`src/rtl/transition_vector_assembler_if.sv`:
```
// Handshake bundle between the serial word source, the assembler and the vector consumer.
// master is the assembler's view; slave is the view of the surrounding environment.
interface transition_vector_assembler_if #(
    parameter int W = 32
);
    logic [W-1:0] s_data;
    logic         s_valid;
    logic         s_last;
    logic         s_ready;
    logic [W-1:0] out0;
    logic [W-1:0] out1;
    logic [W-1:0] out2;
    logic [W-1:0] out3;
    logic [W-1:0] out4;
    logic [W-1:0] out5;
    logic         m_valid;
    logic         m_ready;
    logic         frame_err;
    logic [7:0]   err_count;

    modport master (
        input  s_data, s_valid, s_last, m_ready,
        output s_ready, out0, out1, out2, out3, out4, out5, m_valid, frame_err, err_count
    );

    modport slave (
        output s_data, s_valid, s_last, m_ready,
        input  s_ready, out0, out1, out2, out3, out4, out5, m_valid, frame_err, err_count
    );
endinterface

```
`src/rtl/transition_vector_assembler.sv`:
```
// Groups a serial stream of six Q17.14 words into one parallel transition vector, using a
// collect slot (A) and a present slot (B); malformed frames are dropped and counted.
module transition_vector_assembler #(
    parameter int W      = 32,
    parameter int NWORDS = 6
) (
    input  logic                         clk,
    input  logic                         rst,
    transition_vector_assembler_if.master bus
);
    localparam int                 IDX_W    = $clog2(NWORDS);
    localparam logic [IDX_W-1:0]   LAST_IDX = IDX_W'(NWORDS - 1);

    typedef enum logic [1:0] {
        ST_IDLE,
        ST_COLLECT,
        ST_DRAIN
    } state_t;

    state_t           state_q, state_d;
    logic [IDX_W-1:0] idx_q, idx_d;
    logic [W-1:0]     a_q [NWORDS];
    logic [W-1:0]     a_d [NWORDS];
    logic [W-1:0]     b_q [NWORDS];
    logic [W-1:0]     b_d [NWORDS];
    logic             a_full_q, a_full_d;
    logic             b_valid_q, b_valid_d;
    logic             frame_err_q, frame_err_d;
    logic [7:0]       err_cnt_q, err_cnt_d;
    logic             rst_q;

    logic             out_xfer;
    logic             in_xfer;
    logic             b_free;
    logic             s_ready_int;
    logic             err_evt;

    // B counts as free when it is empty or being popped this very cycle, so A can advance with no bubble.
    assign out_xfer    = b_valid_q && bus.m_ready;
    assign b_free      = !b_valid_q || out_xfer;
    assign s_ready_int = !rst_q && !(a_full_q && !b_free);
    assign in_xfer     = bus.s_valid && s_ready_int;

    always_comb begin
        state_d     = state_q;
        idx_d       = idx_q;
        a_full_d    = a_full_q;
        b_valid_d   = b_valid_q;
        frame_err_d = 1'b0;
        err_cnt_d   = err_cnt_q;
        err_evt     = 1'b0;
        for (int k = 0; k < NWORDS; k++) begin
            a_d[k] = a_q[k];
            b_d[k] = b_q[k];
        end

        if (out_xfer) begin
            b_valid_d = 1'b0;
        end

        // A completed earlier but had to wait for B.
        if (a_full_q && b_free) begin
            for (int k = 0; k < NWORDS; k++) begin
                b_d[k] = a_q[k];
            end
            b_valid_d = 1'b1;
            a_full_d  = 1'b0;
        end

        if (in_xfer) begin
            case (state_q)
                ST_DRAIN: begin
                    if (bus.s_last) begin
                        state_d = ST_IDLE;
                    end
                end
                default: begin
                    a_d[idx_q] = bus.s_data;
                    if (idx_q == LAST_IDX) begin
                        idx_d = '0;
                        if (bus.s_last) begin
                            state_d = ST_IDLE;
                            // Bypass straight into B so m_valid rises the cycle after the last word.
                            if (b_free) begin
                                for (int k = 0; k < NWORDS; k++) begin
                                    b_d[k] = a_d[k];
                                end
                                b_valid_d = 1'b1;
                            end else begin
                                a_full_d = 1'b1;
                            end
                        end else begin
                            err_evt = 1'b1;
                            state_d = ST_DRAIN;
                        end
                    end else if (bus.s_last) begin
                        err_evt = 1'b1;
                        idx_d   = '0;
                        state_d = ST_IDLE;
                    end else begin
                        idx_d   = idx_q + 1'b1;
                        state_d = ST_COLLECT;
                    end
                end
            endcase
        end

        if (err_evt) begin
            frame_err_d = 1'b1;
            if (err_cnt_q != 8'hFF) begin
                err_cnt_d = err_cnt_q + 8'd1;
            end
        end
    end

    always_ff @(posedge clk) begin
        if (rst) begin
            rst_q       <= 1'b1;
            state_q     <= ST_IDLE;
            idx_q       <= '0;
            a_full_q    <= 1'b0;
            b_valid_q   <= 1'b0;
            frame_err_q <= 1'b0;
            err_cnt_q   <= '0;
        end else begin
            rst_q       <= 1'b0;
            state_q     <= state_d;
            idx_q       <= idx_d;
            a_full_q    <= a_full_d;
            b_valid_q   <= b_valid_d;
            frame_err_q <= frame_err_d;
            err_cnt_q   <= err_cnt_d;
        end
    end

    for (genvar gi = 0; gi < NWORDS; gi++) begin : g_slot
        always_ff @(posedge clk) begin
            if (rst) begin
                a_q[gi] <= '0;
                b_q[gi] <= '0;
            end else begin
                a_q[gi] <= a_d[gi];
                b_q[gi] <= b_d[gi];
            end
        end
    end

    assign bus.s_ready   = s_ready_int;
    assign bus.m_valid   = b_valid_q;
    assign bus.frame_err = frame_err_q;
    assign bus.err_count = err_cnt_q;
    assign bus.out0      = b_q[0];
    assign bus.out1      = b_q[1];
    assign bus.out2      = b_q[2];
    assign bus.out3      = b_q[3];
    assign bus.out4      = b_q[4];
    assign bus.out5      = b_q[5];
endmodule

```
`src/flat_wrapper.sv`:
```
// flat-port wrapper written by rule: the top's interface ports become plain ports
module transition_vector_assembler_flat 
#(
    parameter int W      = 32,
    parameter int NWORDS = 6
)
  (clk, rst, bus_s_data, bus_s_valid, bus_s_last, bus_m_ready, bus_s_ready, bus_out0, bus_out1, bus_out2, bus_out3, bus_out4, bus_out5, bus_m_valid, bus_frame_err, bus_err_count);
  transition_vector_assembler_if #(.W(W)) bus_i ();
  input  logic clk;
  input  logic rst;
  input wire logic [$bits(bus_i.s_data)-1:0] bus_s_data;
  input wire logic [$bits(bus_i.s_valid)-1:0] bus_s_valid;
  input wire logic [$bits(bus_i.s_last)-1:0] bus_s_last;
  input wire logic [$bits(bus_i.m_ready)-1:0] bus_m_ready;
  output wire logic [$bits(bus_i.s_ready)-1:0] bus_s_ready;
  output wire logic [$bits(bus_i.out0)-1:0] bus_out0;
  output wire logic [$bits(bus_i.out1)-1:0] bus_out1;
  output wire logic [$bits(bus_i.out2)-1:0] bus_out2;
  output wire logic [$bits(bus_i.out3)-1:0] bus_out3;
  output wire logic [$bits(bus_i.out4)-1:0] bus_out4;
  output wire logic [$bits(bus_i.out5)-1:0] bus_out5;
  output wire logic [$bits(bus_i.m_valid)-1:0] bus_m_valid;
  output wire logic [$bits(bus_i.frame_err)-1:0] bus_frame_err;
  output wire logic [$bits(bus_i.err_count)-1:0] bus_err_count;
  assign bus_i.s_data = bus_s_data;
  assign bus_i.s_valid = bus_s_valid;
  assign bus_i.s_last = bus_s_last;
  assign bus_i.m_ready = bus_m_ready;
  assign bus_s_ready = bus_i.s_ready;
  assign bus_out0 = bus_i.out0;
  assign bus_out1 = bus_i.out1;
  assign bus_out2 = bus_i.out2;
  assign bus_out3 = bus_i.out3;
  assign bus_out4 = bus_i.out4;
  assign bus_out5 = bus_i.out5;
  assign bus_m_valid = bus_i.m_valid;
  assign bus_frame_err = bus_i.frame_err;
  assign bus_err_count = bus_i.err_count;
  transition_vector_assembler #(.W(W), .NWORDS(NWORDS)) u_core (.clk(clk), .rst(rst), .bus(bus_i));
endmodule
```
`config.mk`:
```
export PLATFORM = sky130hd
export DESIGN_NAME = transition_vector_assembler_flat
export DESIGN_NICKNAME = d
export VERILOG_FILES = /design/src/rtl/transition_vector_assembler_if.sv /design/src/rtl/transition_vector_assembler.sv /design/src/flat_wrapper.sv
export SDC_FILE = /design/constraint.sdc
export NUM_CORES = 1
export LEC_CHECK = 0
export BUFFER_PORTS_ARGS = -buffer_cell sky130_fd_sc_hd__buf_2
export CORE_ASPECT_RATIO = 1.4
export CORE_MARGIN = 3
export CORE_UTILIZATION = 35
export DETAILED_ROUTE_END_ITERATION = 10
export PLACE_DENSITY_LB_ADDON = 0.2
export SLEW_MARGIN = 20
export SYNTH_ARGS = -nofsm -noshare
export SYNTH_HDL_FRONTEND = slang
export SYNTH_SLANG_ARGS = --single-unit
```
`constraint.sdc`:
```
create_clock -name clk -period 6.1 [get_ports clk]
set_clock_uncertainty 0.15 [all_clocks]
set_input_delay 0.305 -clock clk [delete_from_list [all_inputs] [get_ports clk]]
set_output_delay 0.305 -clock clk [all_outputs]
set_load 0.05 [all_outputs]
```
==> results of run 1 <==
-- final timing paths --
check	startpoint	endpoint	slack, ns
max	u_core.rst_q	u_core.a_q[2][14]	3.07
min	bus_s_data[31]	u_core.a_q[0][31]	0.09
max reg2reg	u_core.rst_q	u_core.a_q[2][14]	3.07
min reg2reg	u_core.bus.err_count[7]	u_core.bus.err_count[7]	0.35
-- per-layer routing --
layer  vias up  GRT usage
met3        66     0.0437
met1      7002      0.238
met4         0     0.0465
met5         -          0
met2       241      0.343
li1       6999          -
-- state kept, by name (all words and copies together), names as in the netlist --
register,flops
u_core.b_q,192
u_core.idx_q,3
u_core.state_q,2
u_core.bus.frame_err,1
u_core.a_q,192
u_core.bus.m_valid,1
u_core.rst_q,1
u_core.bus.err_count,8
u_core.a_full_q,1
-- cell type report --
| class | instances | area, um2 |
|---|---|---|
| sequential | 401 | 8030 |
| antenna | 1 | 2.50 |
| tap | 721 | 902 |
| multi-input combinational | 1297 | 10300 |
| inverter | 6 | 22.5 |
| fill | 5382 | 32200 |
| clock inverter | 7 | 91.3 |
| clock buffer | 70 | 1350 |
| timing repair buffer | 257 | 1430 |
-- critical path, cell delays in order, from the launching register on --
cell      delay (ns)
dfxtp_1         0.31
nor2b_1         0.55
and3_4          0.86
buf_12          0.50
nor2_1          0.09
a211oi_1        0.24
-- cells in the final DEF, fill, tap and decap left out, types with 2 or more instances in the layout --
master / n
a31oi_1: 2
a211oi_2: 198
mux2_2: 55
nor2b_1: 130
and3_4: 2
o21ai_0: 3
buf_12: 7
mux2i_1: 322
ha_1: 5
clkbuf_1: 12
nand3b_1: 3
dfxtp_1: 401
inv_1: 6
nand4_1: 4
clkbuf_8: 13
nand3_1: 6
dlygate4sd3_1: 2
nor3b_4: 3
or3_1: 3
buf_4: 9
buf_2: 238
a21oi_1: 8
nand2_1: 9
a211oi_1: 124
clkinv_2: 3
nor3_1: 67
clkbuf_16: 45
mux2_1: 8
nor2_1: 324
bufinv_16: 2
or4_1: 3
o31ai_1: 3
nand2b_4: 2
-- metrics by stage --
stage / total power (uW) / instances / setup WS [ns] / hold slack [ns]
2_1_floorplan: 3110 / 1880 / 4.04 / 0.183
3_3_place_gp: 3230 / 2680 / 3.07 / 0.324
3_5_place_dp: 3250 / 2680 / 3.03 / 0.333
4_1_cts: 5990 / 2759 / 3.11 / 0.0528
5_1_grt: 6140 / 2759 / 2.78 / 0.0694
6_report: 5900 / 2760 / 3.07 / 0.0874
-- cells by family (layout without fill, tap and decap cells) --
kind of cell / after synthesis / in the layout / share of synthesized area
fa+ha+maj: 5 / 5 / 0.00325
flops: 401 / 401 / 0.416
simple gates: 564 / 564 / 0.139
compound gates: 343 / 343 / 0.184
buf+inv: 182 / 340 / 0.0535
other cells: 0 / 1 / 0
mux: 385 / 385 / 0.204
-- cells in the mapped netlist (3+ instances only) --
library cell / n / share of area
buf_2: 56 / 0.015
or3_1: 3 / 0.00097
nor3b_2: 3 / 0.0019
buf_4: 28 / 0.011
mux2_1: 8 / 0.0047
nor3_1: 67 / 0.017
o21ai_0: 3 / 0.00078
inv_1: 6 / 0.0012
nand4_1: 4 / 0.0013
dfxtp_1: 401 / 0.42
nor2_1: 324 / 0.063
ha_1: 5 / 0.0032
mux2_2: 55 / 0.032
clkbuf_1: 63 / 0.012
mux2i_1: 322 / 0.17
nor2b_1: 130 / 0.042
nand3_1: 7 / 0.0018
o31ai_1: 3 / 0.0012
buf_1: 6 / 0.0012
a211oi_2: 198 / 0.13
nand3b_1: 3 / 0.0012
nand2_1: 10 / 0.0019
a21oi_1: 8 / 0.0021
or4_1: 3 / 0.0012
a211oi_1: 124 / 0.048
buf_6: 23 / 0.013
-- power by group --
part | switching (uW) | leakage (uW) | total, uW | internal [uW]
clock | 1110 | 0.000707 | 2710 | 1590
sequential | 59.9 | 0.00326 | 2760 | 2700
combinational | 273 | 0.00572 | 425 | 152
total | 1450 | 0.00969 | 5900 | 4450
-- what timing repair did --
item	in CTS	in global routing
hold buffers	2	0
endpoints found under the hold margin	3	0
setup endpoints to repair	0	0
==> flow_summary.yaml, run 1 <==
outcome:
  outcome: "finished, final reports clean"
logic_synthesis:
  synth_edf_count: 0
  yosysWarnings: 0
  ys_ff_latch: 401
  syn_area_um2: 19300
  synth-seq-area-share: 0.416
  syn_inst: 1880
  yosys_most_used_dff: "dfxtp_1"
  async_reset_ff_frac: 0
  synth_cell_types: 41
  avgSynthCellArea_um2: 10.3
  syn_nets: 1922
grt:
  grt_max_degree: 163
  overflow: 0
  first_global_vias: 14000
  grt_pass1_wl_um: 87300
  grtUsageTotal: 0.194
  antenna_found_initial: 2
cts:
  cts_root_buf: "clkbuf_16"
  clkTransAtPathRegs_ns: 0.06
  post_cts_buffers: 0
  cts_resized: 0
  cts.sinks: 401
  clock_latency_ns: 0.56
  cts-htree-levels: 2
  clk_path_buf_depth: 3
  cts_tree: "yes"
  cts_made_buffers: 44
route:
  drt-total-wl_um: 57600
  wl_met2_um: 29200
  drt-met1-wl_um: 24400
  drc_errors: 0
  ant_nets: 0
  vias: 14300
  dr_wl_met3_um: 2970
  drtIter0Drc: 557
  top_layer: "met4"
  vias_per_cell: 5.18
  wire_per_inst_um: 20.9
  drtPass1Iterations: 5
setup_path:
  crit_path_end_kind: "register"
  worstSetupStartpointType: "register"
  cp.arrival_ns: 3.34
  crit_fanout: 143
  r2r_cells: 5
  worst_ep_required_time_ns: 6.41
  criticalPathCategory: "register to register"
final_layout:
  fin_nets: 2049
  fin_area_um2: 22100
  drive_above_1_share: 0.287
  syn_to_final_growth_pct: 14.6
  postLayoutCoreUtil: 0.407
place:
  port_buffers: 239
  hpwl_um: 34500
  gp_congestion: 0.738
  dpl-instance-area_um2: 20600
sta:
  relSlewSlack: 0.295
  drv_slew: 0
  fin_crit_ns: 3.03
  rsz0062_at_grt: "false"
  period_share: 0.496
  tns_ns: 0
  setup_viol: 0
  fmaxAchievable_ghz: 0.330
  timing_hold_violations_final: 0
  tightest_slew_ns: 1.06
floorplanning:
  core_um2: 54300
  io-pin-count: 240
  die_h_um: 284
  fp.dieW_um: 204
  initial_core_util: 0.355
  num_rows: 101
  die_area_um2: 58000
min_path:
  hp-class: "input pin to register"
  whs_path_depth: 3
pwr:
  leakage_uw: 0.00969
  ir_worst_vdd_mv: 0.191
  power_density_nw_per_um2: 267
flow_run:
  cap_violations: 0
Note: power is estimated with default switching activity, not from simulation.
==> run 2: changes to the inputs <==
- clock period: 6.1 -> 2.75 ns (I/O delays scaled with it)
==> flow_summary.yaml, run 2 (synthesis gave the netlist of run 1 again) <==
place:
  port_buffers: 239
  hpwl_um: 37300
  gp_congestion: 0.748
  placed_cells: 2721
  pre_cts_ws_ns: 0.635
route:
  vias: 14600
  drtIter0Drc: 619
  drc_errors: 0
  ant_nets: 0
  drt-total-wl_um: 58000
  vias_per_cell: 5.14
  drtPass1Iterations: 5
  wire_per_inst_um: 20.5
setup_path:
  worstSetupStartpointType: "register"
  crit_path_end_kind: "register"
  slowest_stage: "buf_12"
  worst_ep_required_time_ns: 3.08
  critPathMaxStageDelay_ns: 0.35
  crit_chain: "inv_1 > ha_1 > and3_4 > nand4_4 > buf_12 > buf_12 > nor2_1 > a211oi_2"
  crit_fanout: 71
  cpMostUsedCell: "buf_12"
  worst-path-buf-inv: 3
  criticalPathCategory: "register to register"
  critPathTopFamily: "buffers and inverters"
  cp.arrival_ns: 2.48
floorplanning:
  fp.dieW_um: 204
  io-pin-count: 240
  core_um2: 54300
  initial_core_util: 0.355
  die_h_um: 284
  num_rows: 101
  die_area_um2: 58000
final_layout:
  drive_above_1_share: 0.296
  syn_to_final_growth_pct: 19.0
  fin_nets: 2123
  stdcell_count: 2835
  layout.cells.most_common_list: "dfxtp_1, nor2_1, mux2i_1, buf_2, a211oi_2"
  final_common_cell: "dfxtp_1"
cts:
  cts_made_buffers: 44
  cts_tree: "yes"
  clkTransAtPathRegs_ns: 0.06
  cts_root_buf: "clkbuf_16"
  cts-htree-levels: 2
  clock_latency_ns: 0.56
  cts.sinks: 401
  clk_path_buf_depth: 3
flow_run:
  cap_violations: 0
sta:
  tns_ns: 0
  fin_hold_ws_ns: 0.0420
  tightest_slew_ns: 0.825
  fin_crit_ns: 2.15
  setup_viol: 0
  drv_slew: 0
  timing_hold_violations_final: 0
  relSlewSlack: 0.446
  finalWorstSetupSlack_ns: 0.603
  rsz0062_at_grt: "false"
  period_share: 0.781
  fmaxAchievable_ghz: 0.466
min_path:
  hp-class: "input pin to register"
pwr:
  ir_worst_vdd_mv: 0.395
  leakage_uw: 0.0101
  power_density_nw_per_um2: 575
grt:
  antenna_found_initial: 5
  overflow: 0
  grt_pass1_wl_um: 87300
  first_global_vias: 14200
  grtUsageTotal: 0.194
  grt_max_degree: 99
outcome:
  outcome: "finished, final reports clean"
[run 2: cell types whose count changed in the layout (fill, tap and decap cells not counted), sizes merged]
| cell | before | now |
|---|---|---|
| clkinv | 3 | 5 |
| dlygate4sd3 | 2 | 35 |
| inv | 7 | 6 |
| bufinv | 2 | 3 |
| clkbuf | 70 | 69 |
| buf | 255 | 296 |
[run 2: final cells by class]
type / count / area [um2]
Antenna cell: 1 / 2.50
Clock buffer: 69 / 1330
Clock inverter: 9 / 123
Fill cell: 5302 / 31400
Inverter: 6 / 22.5
Multi-Input combinational cell: 1297 / 10300
Sequential cell: 401 / 8030
Tap cell: 721 / 902
Timing Repair Buffer: 331 / 2270
[run 2: per-layer routing]
| layer | wire length [um] | share of wire | GRT usage |
|---|---|---|---|
| met2 | 29000 | 0.50 | 0.343 |
| met5 | 0 | 0 | 0 |
| met1 | 24500 | 0.42 | 0.233 |
| met4 | 1360 | 0.023 | 0.0528 |
| met3 | 3220 | 0.056 | 0.0474 |
[run 2: worst paths after layout]
path / startpoint / depth (start not counted) / slack, ns / to
setup reg to reg: u_core.idx_q[1] / 8 / 0.60 / u_core.b_q[1][51]
hold reg to reg: u_core.a_q[2][32] / 2 / 0.36 / u_core.a_q[2][32]
setup / recovery: u_core.idx_q[1] / 8 / 0.60 / u_core.b_q[1][51]
hold / removal: bus_s_data[10] / 3 / 0.04 / u_core.a_q[1][10]
[run 2: stage by stage]
stage,power [uW],area (um2),utilization
finish,13200,22900,0.422
global route,13700,22900,0.422
floorplan,6900,19300,-
detailed placement,7250,21100,0.389
global placement,7200,21100,0.389
CTS,13400,22900,0.422
[run 2: power breakdown]
group	leakage (uW)	internal (uW)	switching, uW
Sequential	0.00326	5990	131
Combinational	0.00613	403	623
Clock	0.000711	3580	2460
Total	0.0101	9970	3210
[run 2: worst reg2reg max path: stages (launching register included)]
cell and delay (ns):
dfxtp_1 0.33, inv_1 0.05, ha_1 0.20, and3_4 0.19, nand4_4 0.15, buf_12 0.22
buf_12 0.37, nor2_1 0.19, a211oi_2 0.22
[run 2: timing repair]
action,in CTS,in global routing
gates resized for setup,0,0
hold buffers,35,0
hold endpoints to repair,154,0
buffers inserted,0,0
endpoints found under the setup margin,0,0
==> run 3: changes to the inputs <==
- clock period: 2.75 -> 2.25 ns (I/O delays scaled with it)
==> flow_summary.yaml, run 3 (synthesis gave the netlist of run 1 again) <==
grt:
  first_global_vias: 14400
  grt_pass1_wl_um: 88200
  overflow: 0
  grtUsageTotal: 0.195
  antenna_found_initial: 2
  grt_max_degree: 65
cts:
  clk_path_buf_depth: 3
  cts_made_buffers: 44
  cts.sinks: 401
  cts-htree-levels: 2
  cts_root_buf: "clkbuf_16"
  clkTransAtPathRegs_ns: 0.06
  cts_tree: "yes"
  clock_latency_ns: 0.57
  post_cts_buffers: 0
  cts_resized: 0
  holdBufCountCts: 36
route:
  vias: 14700
  vias_per_cell: 5.13
  drc_errors: 0
  wire_per_inst_um: 20.2
  drt-total-wl_um: 57700
  drtIter0Drc: 469
  drtPass1Iterations: 4
  ant_nets: 0
final_layout:
  layout.cells.most_common_list: "dfxtp_1, nor2_1, mux2i_1, buf_2, a211oi_2"
  drive_above_1_share: 0.303
  fin_nets: 2144
  multiInputGateArea_um2: 10300
  postLayoutCoreUtil: 0.429
  final_common_cell: "dfxtp_1"
  syn_to_final_growth_pct: 20.9
  seq_area_um2: 8030
  fillCellCount: 5226
  stdcell_count: 2855
setup_path:
  worst_ep_required_time_ns: 2.58
  worst-path-buf-inv: 2
  cp.arrival_ns: 2.43
  critPathTopFamily: "simple AND/OR/NAND/NOR gates"
  cpMostUsedCell: "ha_1"
  slowest_stage: "or4_1"
  crit_path_end_kind: "register"
  crit_chain: "inv_1 > ha_1 > nand2_1 > ha_1 > nand4_1 > buf_4 > or4_1 > a21oi_1"
  critPathMaxStageDelay_ns: 0.50
  worstSetupStartpointType: "register"
  crit_fanout: 15
  criticalPathCategory: "register to register"
min_path:
  hp-class: "input pin to register"
pwr:
  switching_share: 0.245
  switchingPower_uw: 3930
  total_power_uw: 16000
  power_density_nw_per_um2: 687
  leakage_uw: 0.0103
  power.internal_uw: 12100
  combPwrFrac: 0.079
  ir_worst_vdd_mv: 0.602
  seqPwrFrac: 0.467
  clkPwrFrac: 0.453
place:
  port_buffers: 239
  placed_cells: 2741
  gp_congestion: 0.734
  hpwl_um: 38100
sta:
  setup_viol: 0
  fmaxAchievable_ghz: 0.475
  rsz0062_at_grt: "false"
  timing_hold_violations_final: 0
  tightest_slew_ns: 0.611
  fin_crit_ns: 2.10
  drv_slew: 0
  period_share: 0.935
  relSlewSlack: 0.593
  tns_ns: 0
floorplanning:
  die_area_um2: 58000
  num_rows: 101
  die_h_um: 284
  fp.dieW_um: 204
  initial_core_util: 0.355
  io-pin-count: 240
  core_um2: 54300
flow_run:
  cap_violations: 0
outcome:
  outcome: "finished, final reports clean"
-- run 3: changes by cell type in the layout (fill, tap and decap cells not counted) --
cell / change
buf_4: +2
buf_12: +18
inv_6: +1
clkinvlp_4: +1
clkbuf_1: -1
clkinv_8: +1
clkbuf_16: -1
clkbuf_8: -2
dlygate4sd3_1: +1
-- run 3: per-layer routing --
layer / vias to the layer above / GRT usage / share of wire
li1: 7211 / - / -
met1: 7124 / 0.237 / 0.42
met2: 250 / 0.346 / 0.51
met3: 69 / 0.0433 / 0.048
met4: 0 / 0.0525 / 0.023
met5: - / 0 / 0
-- run 3: layout make-up --
| type | count | area share |
|---|---|---|
| Inverter | 6 | 0.000967 |
| Timing Repair Buffer | 352 | 0.114 |
| Antenna cell | 1 | 0.000107 |
| Clock buffer | 65 | 0.0545 |
| Sequential cell | 401 | 0.345 |
| Multi-Input combinational cell | 1297 | 0.440 |
| Clock inverter | 12 | 0.00666 |
| Tap cell | 721 | 0.0387 |
-- run 3: worst paths after layout --
kind         cells after the start                       to  slack, ns                     from
max                              8  u_core.bus.err_count[3]       0.15          u_core.idx_q[1]
min                              4          u_core.a_full_q       0.32              bus_m_ready
max reg2reg                      8  u_core.bus.err_count[3]       0.15          u_core.idx_q[1]
min reg2reg                      1  u_core.bus.err_count[7]       0.35  u_core.bus.err_count[7]
-- run 3: stage by stage --
step / setup WS, ns / cell area, um2 / hold slack [ns]
final: 0.146 / 23300 / 0.323
after global routing: 0.0185 / 23300 / 0.339
after CTS: 0.128 / 23300 / 0.304
after detailed placement: 0.144 / 21500 / 0.345
after global placement: 0.149 / 21500 / 0.333
after floorplan: 0.192 / 19300 / -0.00978
-- run 3: power by group through the flow --
| stage | combinational [uW] | clock (uW) | sequential (uW) |
|---|---|---|---|
| floorplan | 835 | 0 | 7600 |
| global placement | 1200 | 0 | 7620 |
| detailed placement | 1240 | 0 | 7640 |
| CTS | 1290 | 7510 | 7480 |
| global route | 1400 | 7770 | 7510 |
| finish | 1270 | 7260 | 7490 |
-- run 3: worst reg2reg max path: stages (launching register included) --
cell     delay, ns
dfxtp_1       0.31
inv_1         0.05
ha_1          0.17
nand2_1       0.10
ha_1          0.32
nand4_1       0.08
buf_4         0.20
or4_1         0.51
a21oi_1       0.15
